**config.mk**
```make
export PLATFORM = sky130hd
export DESIGN_NAME = spi_ctrl_tx_flat
export DESIGN_NICKNAME = d
export VERILOG_FILES = /design/src/rtl/spi_ctrl_tx_if.sv /design/src/rtl/spi_ctrl_tx.sv /design/src/flat_wrapper.sv
export SDC_FILE = /design/constraint.sdc
export NUM_CORES = 1
export LEC_CHECK = 0
export BUFFER_PORTS_ARGS = -buffer_cell sky130_fd_sc_hd__buf_4
export CORE_ASPECT_RATIO = 0.8
export CORE_MARGIN = 1.5
export CORE_UTILIZATION = 52
export DETAILED_ROUTE_END_ITERATION = 12
export PLACE_DENSITY = 0.75
export SLEW_MARGIN = 20
export SYNTH_ARGS = -nofsm -noshare
export SYNTH_HDL_FRONTEND = slang
export SYNTH_SLANG_ARGS = --single-unit
```
**constraint.sdc**
```tcl
create_clock -name clk -period 2.25 [get_ports clk]
set_input_delay 0.1125 -clock clk [delete_from_list [all_inputs] [get_ports clk]]
set_output_delay 0.1125 -clock clk [all_outputs]
set_load 0.05 [all_outputs]
```
**src/rtl/spi_ctrl_tx_if.sv**
```systemverilog
// spi_ctrl_tx_if: parallel-side handshake and SPI bus signals of the SPI transmitter.
interface spi_ctrl_tx_if;
  logic       start;
  logic [1:0] mode;
  logic [7:0] tx_p_dat;
  logic       sclk;
  logic       mosi;
  logic       cs;
  logic       busy;
  logic       done;

  // The SPI controller drives the serial bus and status.
  modport master (
    input  start, mode, tx_p_dat,
    output sclk, mosi, cs, busy, done
  );

  // The user side issues requests and observes the bus.
  modport slave (
    output start, mode, tx_p_dat,
    input  sclk, mosi, cs, busy, done
  );
endinterface

```
**src/rtl/spi_ctrl_tx.sv**
```systemverilog
// spi_ctrl_tx: SPI controller-side transmitter. Serialises one byte MSB first
// in any of the four SPI modes, with sclk derived from clk by CLK_DIV.
module spi_ctrl_tx #(
  parameter int CLK_DIV = 4
) (
  input logic           clk,
  input logic           rst_n,
  spi_ctrl_tx_if.master bus
);

  typedef enum logic [2:0] {IDLE, SETUP, SHIFT, HOLD, GAP} state_t;

  localparam logic [7:0] DIV_LAST = 8'(CLK_DIV - 1);

  state_t     r_state;
  state_t     w_nextState;
  logic [7:0] r_divCnt;
  logic [4:0] r_edgeCnt;
  logic [7:0] r_shiftReg;
  logic [1:0] r_modeQ;
  logic       r_sclk;
  logic       r_mosi;
  logic       r_cs;
  logic       r_busy;
  logic       r_done;

  logic [7:0] w_shiftNext;
  logic [1:0] w_modeNext;
  logic       w_sclkNext;
  logic       w_mosiNext;
  logic       w_csNext;
  logic       w_busyNext;
  logic       w_doneNext;
  logic       w_tick;
  logic       w_toggle;
  logic       w_leading;
  logic       w_lastToggle;

  // A tick ends each CLK_DIV-cycle slot; sclk only moves on ticks in SETUP/SHIFT.
  assign w_tick       = (r_state != IDLE) && (r_divCnt == DIV_LAST);
  assign w_toggle     = w_tick && ((r_state == SETUP) || (r_state == SHIFT));
  assign w_leading    = ~r_edgeCnt[0];
  assign w_lastToggle = (r_edgeCnt == 5'd15);

  assign bus.sclk = r_sclk;
  assign bus.mosi = r_mosi;
  assign bus.cs   = r_cs;
  assign bus.busy = r_busy;
  assign bus.done = r_done;

  // State register.
  always_ff @(posedge clk or negedge rst_n) begin
    if (!rst_n) r_state <= IDLE;
    else        r_state <= w_nextState;
  end

  // Next-state: each non-IDLE phase advances on a tick; SHIFT leaves after the 16th toggle.
  always_comb begin
    w_nextState = r_state;
    case (r_state)
      IDLE:    if (bus.start) w_nextState = SETUP;
      SETUP:   if (w_tick) w_nextState = SHIFT;
      SHIFT:   if (w_tick && w_lastToggle) w_nextState = HOLD;
      HOLD:    if (w_tick) w_nextState = GAP;
      GAP:     if (w_tick) w_nextState = IDLE;
      default: w_nextState = IDLE;
    endcase
  end

  // Output/datapath next values; every output is registered, so this computes what the next edge loads.
  always_comb begin
    w_sclkNext  = r_sclk;
    w_mosiNext  = r_mosi;
    w_csNext    = r_cs;
    w_busyNext  = r_busy;
    w_doneNext  = 1'b0;
    w_shiftNext = r_shiftReg;
    w_modeNext  = r_modeQ;
    case (r_state)
      IDLE: begin
        w_csNext   = 1'b1;
        w_busyNext = 1'b0;
        w_mosiNext = 1'b0;
        w_sclkNext = bus.mode[1];
        if (bus.start) begin
          w_shiftNext = bus.tx_p_dat;
          w_modeNext  = bus.mode;
          w_csNext    = 1'b0;
          w_busyNext  = 1'b1;
          w_mosiNext  = bus.mode[0] ? 1'b0 : bus.tx_p_dat[7];
        end
      end
      SETUP, SHIFT: begin
        if (w_toggle) begin
          w_sclkNext = ~r_sclk;
          if (!r_modeQ[0] && !w_leading && !w_lastToggle) begin
            w_mosiNext  = r_shiftReg[6];
            w_shiftNext = {r_shiftReg[6:0], 1'b0};
          end else if (r_modeQ[0] && w_leading) begin
            w_mosiNext  = r_shiftReg[7];
            w_shiftNext = {r_shiftReg[6:0], 1'b0};
          end
        end
      end
      HOLD: begin
        w_sclkNext = r_modeQ[1];
        if (w_tick) begin
          w_csNext   = 1'b1;
          w_mosiNext = 1'b0;
          w_doneNext = 1'b1;
        end
      end
      GAP: begin
        if (w_tick) w_busyNext = 1'b0;
      end
      default: ;
    endcase
  end

  // Datapath and output registers; reset returns the bus to its idle levels at once.
  always_ff @(posedge clk or negedge rst_n) begin
    if (!rst_n) begin
      r_divCnt   <= 8'd0;
      r_edgeCnt  <= 5'd0;
      r_shiftReg <= 8'd0;
      r_modeQ    <= 2'd0;
      r_sclk     <= 1'b0;
      r_mosi     <= 1'b0;
      r_cs       <= 1'b1;
      r_busy     <= 1'b0;
      r_done     <= 1'b0;
    end else begin
      r_divCnt   <= ((r_state == IDLE) || w_tick) ? 8'd0 : r_divCnt + 8'd1;
      if (r_state == IDLE)
        r_edgeCnt <= 5'd0;
      else if (w_toggle && (r_edgeCnt != 5'd16))
        r_edgeCnt <= r_edgeCnt + 5'd1;
      r_shiftReg <= w_shiftNext;
      r_modeQ    <= w_modeNext;
      r_sclk     <= w_sclkNext;
      r_mosi     <= w_mosiNext;
      r_cs       <= w_csNext;
      r_busy     <= w_busyNext;
      r_done     <= w_doneNext;
    end
  end

endmodule

```
**src/flat_wrapper.sv**
```systemverilog
// flat-port wrapper written by rule: the top's interface ports become plain ports
module spi_ctrl_tx_flat 
#(
  parameter int CLK_DIV = 4
)
  (clk, rst_n, bus_start, bus_mode, bus_tx_p_dat, bus_sclk, bus_mosi, bus_cs, bus_busy, bus_done);
  spi_ctrl_tx_if bus_i ();
  input logic clk;
  input logic rst_n;
  input wire logic [$bits(bus_i.start)-1:0] bus_start;
  input wire logic [$bits(bus_i.mode)-1:0] bus_mode;
  input wire logic [$bits(bus_i.tx_p_dat)-1:0] bus_tx_p_dat;
  output wire logic [$bits(bus_i.sclk)-1:0] bus_sclk;
  output wire logic [$bits(bus_i.mosi)-1:0] bus_mosi;
  output wire logic [$bits(bus_i.cs)-1:0] bus_cs;
  output wire logic [$bits(bus_i.busy)-1:0] bus_busy;
  output wire logic [$bits(bus_i.done)-1:0] bus_done;
  assign bus_i.start = bus_start;
  assign bus_i.mode = bus_mode;
  assign bus_i.tx_p_dat = bus_tx_p_dat;
  assign bus_sclk = bus_i.sclk;
  assign bus_mosi = bus_i.mosi;
  assign bus_cs = bus_i.cs;
  assign bus_busy = bus_i.busy;
  assign bus_done = bus_i.done;
  spi_ctrl_tx #(.CLK_DIV(CLK_DIV)) u_core (.clk(clk), .rst_n(rst_n), .bus(bus_i));
endmodule
```
==> run_summary.xml <==
<?xml version="1.0" encoding="UTF-8"?>
<metrics>
  <group name="run_status">
    <metric name="outcome" unit="">completed</metric>
  </group>
  <group name="logic_synthesis">
    <metric name="postSynth.asyncResetShare" unit="%">100</metric>
    <metric name="sequential_area_share_after_synthesis" unit="%">46.9</metric>
    <metric name="synth-adder-area-share" unit="%">3.02</metric>
    <metric name="synthMostInstantiatedCell" unit="">sky130_fd_sc_hd__dfrtp_1</metric>
    <metric name="number_of_synthesized_flops_with_an_enable_pin" unit="">0</metric>
    <metric name="syn_inst" unit="">153</metric>
    <metric name="leading_cell_types_by_count_after_synthesis" unit="">sky130_fd_sc_hd__dfrtp_1 (30), sky130_fd_sc_hd__mux2_2 (16), sky130_fd_sc_hd__nand2_1 (14)</metric>
    <metric name="synthTopCellsByArea" unit="">sky130_fd_sc_hd__dfrtp_1 (45%), sky130_fd_sc_hd__mux2_2 (11%), sky130_fd_sc_hd__nand2_1 (3.2%)</metric>
    <metric name="synth_xor_xnor_area_share" unit="%">4.23</metric>
    <metric name="ys_types" unit="">43</metric>
    <metric name="mappedNetlistNets" unit="">170</metric>
    <metric name="synth_area_per_cell" unit="um2">10.8</metric>
    <metric name="mappedNetlistArea" unit="um2">1660</metric>
    <metric name="synth_top_area_share" unit="%">45.3</metric>
    <metric name="synth_top_family_by_area" unit="">simple AND/OR/NAND/NOR gates</metric>
    <metric name="post-synth-top-area-cell" unit="">sky130_fd_sc_hd__dfrtp_1</metric>
    <metric name="synth_compound_gate_area_share" unit="%">10.8</metric>
    <metric name="postSynthRegisterBits" unit="">31</metric>
    <metric name="synth_simple_gate_area_share" unit="%">18.1</metric>
    <metric name="muxShareOfSynthArea" unit="%">12.7</metric>
    <metric name="synth-warning-count" unit="">0</metric>
    <metric name="dominantRegCellSynth" unit="">sky130_fd_sc_hd__dfrtp_1</metric>
  </group>
  <group name="critical_path">
    <metric name="timing.setup.critical_path_class" unit="">register to register</metric>
    <metric name="timing.critical_path.to_type" unit="">register</metric>
    <metric name="timing.critical_path.from_type" unit="">register</metric>
    <metric name="crit_fanout" unit="">8</metric>
    <metric name="critPathRequiredTime" unit="ns">2.42</metric>
    <metric name="family_of_cells_with_the_greatest_summed_delay_on_the_critical_path" unit="">compound AO/OA/AOI/OAI gates</metric>
    <metric name="critPathBufInv" unit="">0</metric>
    <metric name="critPathArrivalTime" unit="ns">2.28</metric>
    <metric name="critical_path.max_stage_delay" unit="ns">0.40</metric>
    <metric name="crit_chain" unit="">ha_2, and3_4, ha_4, nor3b_2, o211ai_1, a21oi_4, mux2_2</metric>
    <metric name="crit_path_top_delay_cell" unit="">sky130_fd_sc_hd__dfrtp_1</metric>
  </group>
  <group name="route">
    <metric name="drt.antenna.violating_nets" unit="">0</metric>
    <metric name="drt_pass1_iterations" unit="">4</metric>
    <metric name="detailedRoute.firstIterationViolations" unit="">66</metric>
    <metric name="vias_per_cell" unit="">5.63</metric>
    <metric name="drc" unit="">0</metric>
    <metric name="avgRoutedWirePerCell" unit="um">15.6</metric>
    <metric name="dr_total_vias" unit="">1238</metric>
    <metric name="drt_wl_total" unit="mm">3.43</metric>
  </group>
  <group name="pwr">
    <metric name="p_leak" unit="nW">0.882</metric>
    <metric name="power.net_switching" unit="mW">1.14</metric>
    <metric name="power_switching_share" unit="%">40.2</metric>
    <metric name="max-vdd-ir-drop" unit="V">0.000641</metric>
    <metric name="pwr_density_cell" unit="nW/um2">1440</metric>
    <metric name="combPwrFrac" unit="%">52.4</metric>
    <metric name="internal-power" unit="mW">1.70</metric>
    <metric name="clockPowerShare" unit="%">15.4</metric>
    <metric name="seq_power_share" unit="%">32.2</metric>
  </group>
  <group name="finish">
    <metric name="final_layout_size_suffix_gt1_share" unit="%">34.4</metric>
    <metric name="areaGrowthSynthToFinish" unit="%">19.1</metric>
    <metric name="final_nets" unit="">197</metric>
    <metric name="antennaDiodeCount" unit="">0</metric>
    <metric name="n_fill_cell" unit="">254</metric>
    <metric name="post-route-cell-area" unit="um2">1970</metric>
  </group>
  <group name="cts">
    <metric name="clkSinkCount" unit="">31</metric>
    <metric name="clock_tree.root_cell" unit="">sky130_fd_sc_hd__clkbuf_8</metric>
    <metric name="h-tree-depth" unit="">2</metric>
    <metric name="clock_tree.buffer_depth" unit="">2</metric>
    <metric name="clkLatencyLatePin" unit="ns">0.28</metric>
    <metric name="cts.clk_slew.worst_paths" unit="ns">0.06</metric>
    <metric name="cts_tree" unit="">done</metric>
    <metric name="cts_inserted_buffers" unit="">5</metric>
  </group>
  <group name="timing">
    <metric name="setup_viol" unit="">0</metric>
    <metric name="final.period_utilization" unit="%">94.1</metric>
    <metric name="setup_ws" unit="ns">0.134</metric>
    <metric name="finalHoldViolations" unit="">0</metric>
    <metric name="timing.slew.headroom" unit="%">70.2</metric>
    <metric name="fin_worst_skew" unit="ns">0.00467</metric>
    <metric name="clock.fmax" unit="GHz">0.472</metric>
    <metric name="final_slew_viol_count" unit="">0</metric>
    <metric name="worst_pin_slew" unit="ns">0.447</metric>
    <metric name="finalWorstPathRequiredPeriod" unit="ns">2.12</metric>
  </group>
  <group name="floorplanning">
    <metric name="dieHeight" unit="um">53.5</metric>
    <metric name="rows" unit="">18</metric>
    <metric name="die-width" unit="um">66.1</metric>
    <metric name="die-area" unit="um2">3540</metric>
    <metric name="start_util" unit="%">54.1</metric>
    <metric name="ios" unit="">18</metric>
    <metric name="core_area" unit="um2">3060</metric>
  </group>
  <group name="grt">
    <metric name="first_pass_grt_wire_length" unit="mm">5.64</metric>
    <metric name="global_route.overflow_total" unit="">0</metric>
    <metric name="grt_start_max_net_pins" unit="">32</metric>
    <metric name="grtUsageTotal" unit="%">22.4</metric>
    <metric name="antenna_found_initial" unit="">0</metric>
    <metric name="number_of_global_route_vias_before_repair" unit="">1175</metric>
  </group>
  <group name="placement">
    <metric name="dp_slack" unit="ns">0.0687</metric>
    <metric name="place_congestion" unit="">0.809</metric>
    <metric name="dpl_cell_area" unit="um2">1850</metric>
    <metric name="place.detailed.hpwl" unit="mm">2.45</metric>
    <metric name="buffers_on_ports" unit="">17</metric>
  </group>
  <group name="job">
    <metric name="maxCapViolations" unit="">0</metric>
  </group>
  <group name="min_path">
    <metric name="worstHoldPathType" unit="">primary input to register</metric>
  </group>
</metrics>
power groups by stage:
stage               sequential, mW  clock (mW)  combinational (mW)
floorplan                     1.02           0                1.02
global placement             0.906           0                1.42
detailed placement           0.922           0                1.48
CTS                          0.911       0.444                1.48
global route                 0.936       0.474                1.63
finish                       0.915       0.439                1.49
kinds of logic after synthesis:
family / count (synthesis)
xor+xnor: 8
buf+inv: 12
compound gates: 24
mux: 19
fa+ha+maj: 4
simple gates: 55
flops: 31
final cells by class:
cell class,count,area (um2),area share (%)
inverters,5,18.8,0.951
well taps,40,50.0,2.54
multi-input cells,110,835,42.3
clock buffers,6,82.6,4.19
flip-flops and latches,31,777,39.4
repair buffers,27,205,10.4
clock inverters,1,5.00,0.254
sequential cells by signal, summed over array words and instances, names as in the netlist:
name / flops
u_core.r_divCnt: 8
u_core.r_shiftReg: 8
u_core.r_edgeCnt: 5
u_core.r_state: 3
u_core.r_modeQ: 2
u_core.bus.busy: 1
u_core.bus.cs: 1
u_core.bus.done: 1
u_core.bus.mosi: 1
u_core.bus.sclk: 1
path summary, 6_finish.rpt:
kind	from	endpoint	slack (ns)	cells after the start
worst min register to register	u_core.bus.cs	u_core.bus.cs	0.48	2
worst min-delay path	bus_tx_p_dat[0]	u_core.r_shiftReg[0]	0.08	3
worst max register to register	u_core.r_edgeCnt[1]	u_core.r_shiftReg[2]	0.13	7
max in group asynchronous	rst_n	u_core.bus.cs	1.64	2
worst max-delay path	u_core.r_edgeCnt[1]	u_core.r_shiftReg[2]	0.13	7
min in group asynchronous	rst_n	u_core.bus.done	0.30	2
what timing repair did:
item,CTS,global route
hold buffers,1,0
endpoints found under the hold margin,30,0
setup buffers,0,1
resized for setup,0,4
endpoints found under the setup margin,0,8
worst reg2reg max path, delay by kind of cell, from the launching register on:
| kind | cells | cell delay [ns] |
|---|---|---|
| AO/OA/AOI/OAI | 2 | 0.51 |
| flip-flops | 1 | 0.40 |
| multiplexers | 1 | 0.38 |
| adder cells (fa/ha/maj) | 2 | 0.37 |
| AND/OR/NAND/NOR | 2 | 0.36 |
through the flow:
stage / hold WS, ns / std cells / utilization, % / total power [mW] / TNS [ns]
floorplan: -0.183 / 153 / - / 2.04 / 0
global placement: 0.0604 / 211 / 60.3 / 2.33 / 0
detailed placement: 0.0661 / 211 / 60.3 / 2.40 / 0
CTS: 0.0750 / 219 / 63.5 / 2.84 / 0
global route: 0.0804 / 220 / 64.4 / 3.04 / -0.0197
finish: 0.0823 / 220 / 64.4 / 2.84 / 0
routing by layer:
| layer | track usage [%] | vias up | share of wire, % |
|---|---|---|---|
| met5 | 0 | - | 0 |
| met4 | 10.9 | 0 | 1.4 |
| met3 | 5.74 | 7 | 5.2 |
| met2 | 32.3 | 31 | 45 |
| met1 | 31.0 | 604 | 48 |
| li1 | - | 596 | - |
cells in the final DEF (no fill, tap or decap), types with 3 or more instances in the layout:
cell / instances
sky130_fd_sc_hd__dfrtp_1: 30
sky130_fd_sc_hd__buf_4: 26
sky130_fd_sc_hd__mux2_2: 16
sky130_fd_sc_hd__nand2_1: 14
sky130_fd_sc_hd__nor2_1: 13
sky130_fd_sc_hd__nand3_1: 6
sky130_fd_sc_hd__clkbuf_8: 6
sky130_fd_sc_hd__inv_1: 5
sky130_fd_sc_hd__nor3_1: 5
sky130_fd_sc_hd__xnor2_1: 5
sky130_fd_sc_hd__o21ai_0: 4
sky130_fd_sc_hd__and3_1: 3
sky130_fd_sc_hd__xor2_1: 3
sky130_fd_sc_hd__mux2i_1: 3
sky130_fd_sc_hd__a21oi_1: 3
sky130_fd_sc_hd__a31oi_1: 3
(Power assumes the default switching activity.)
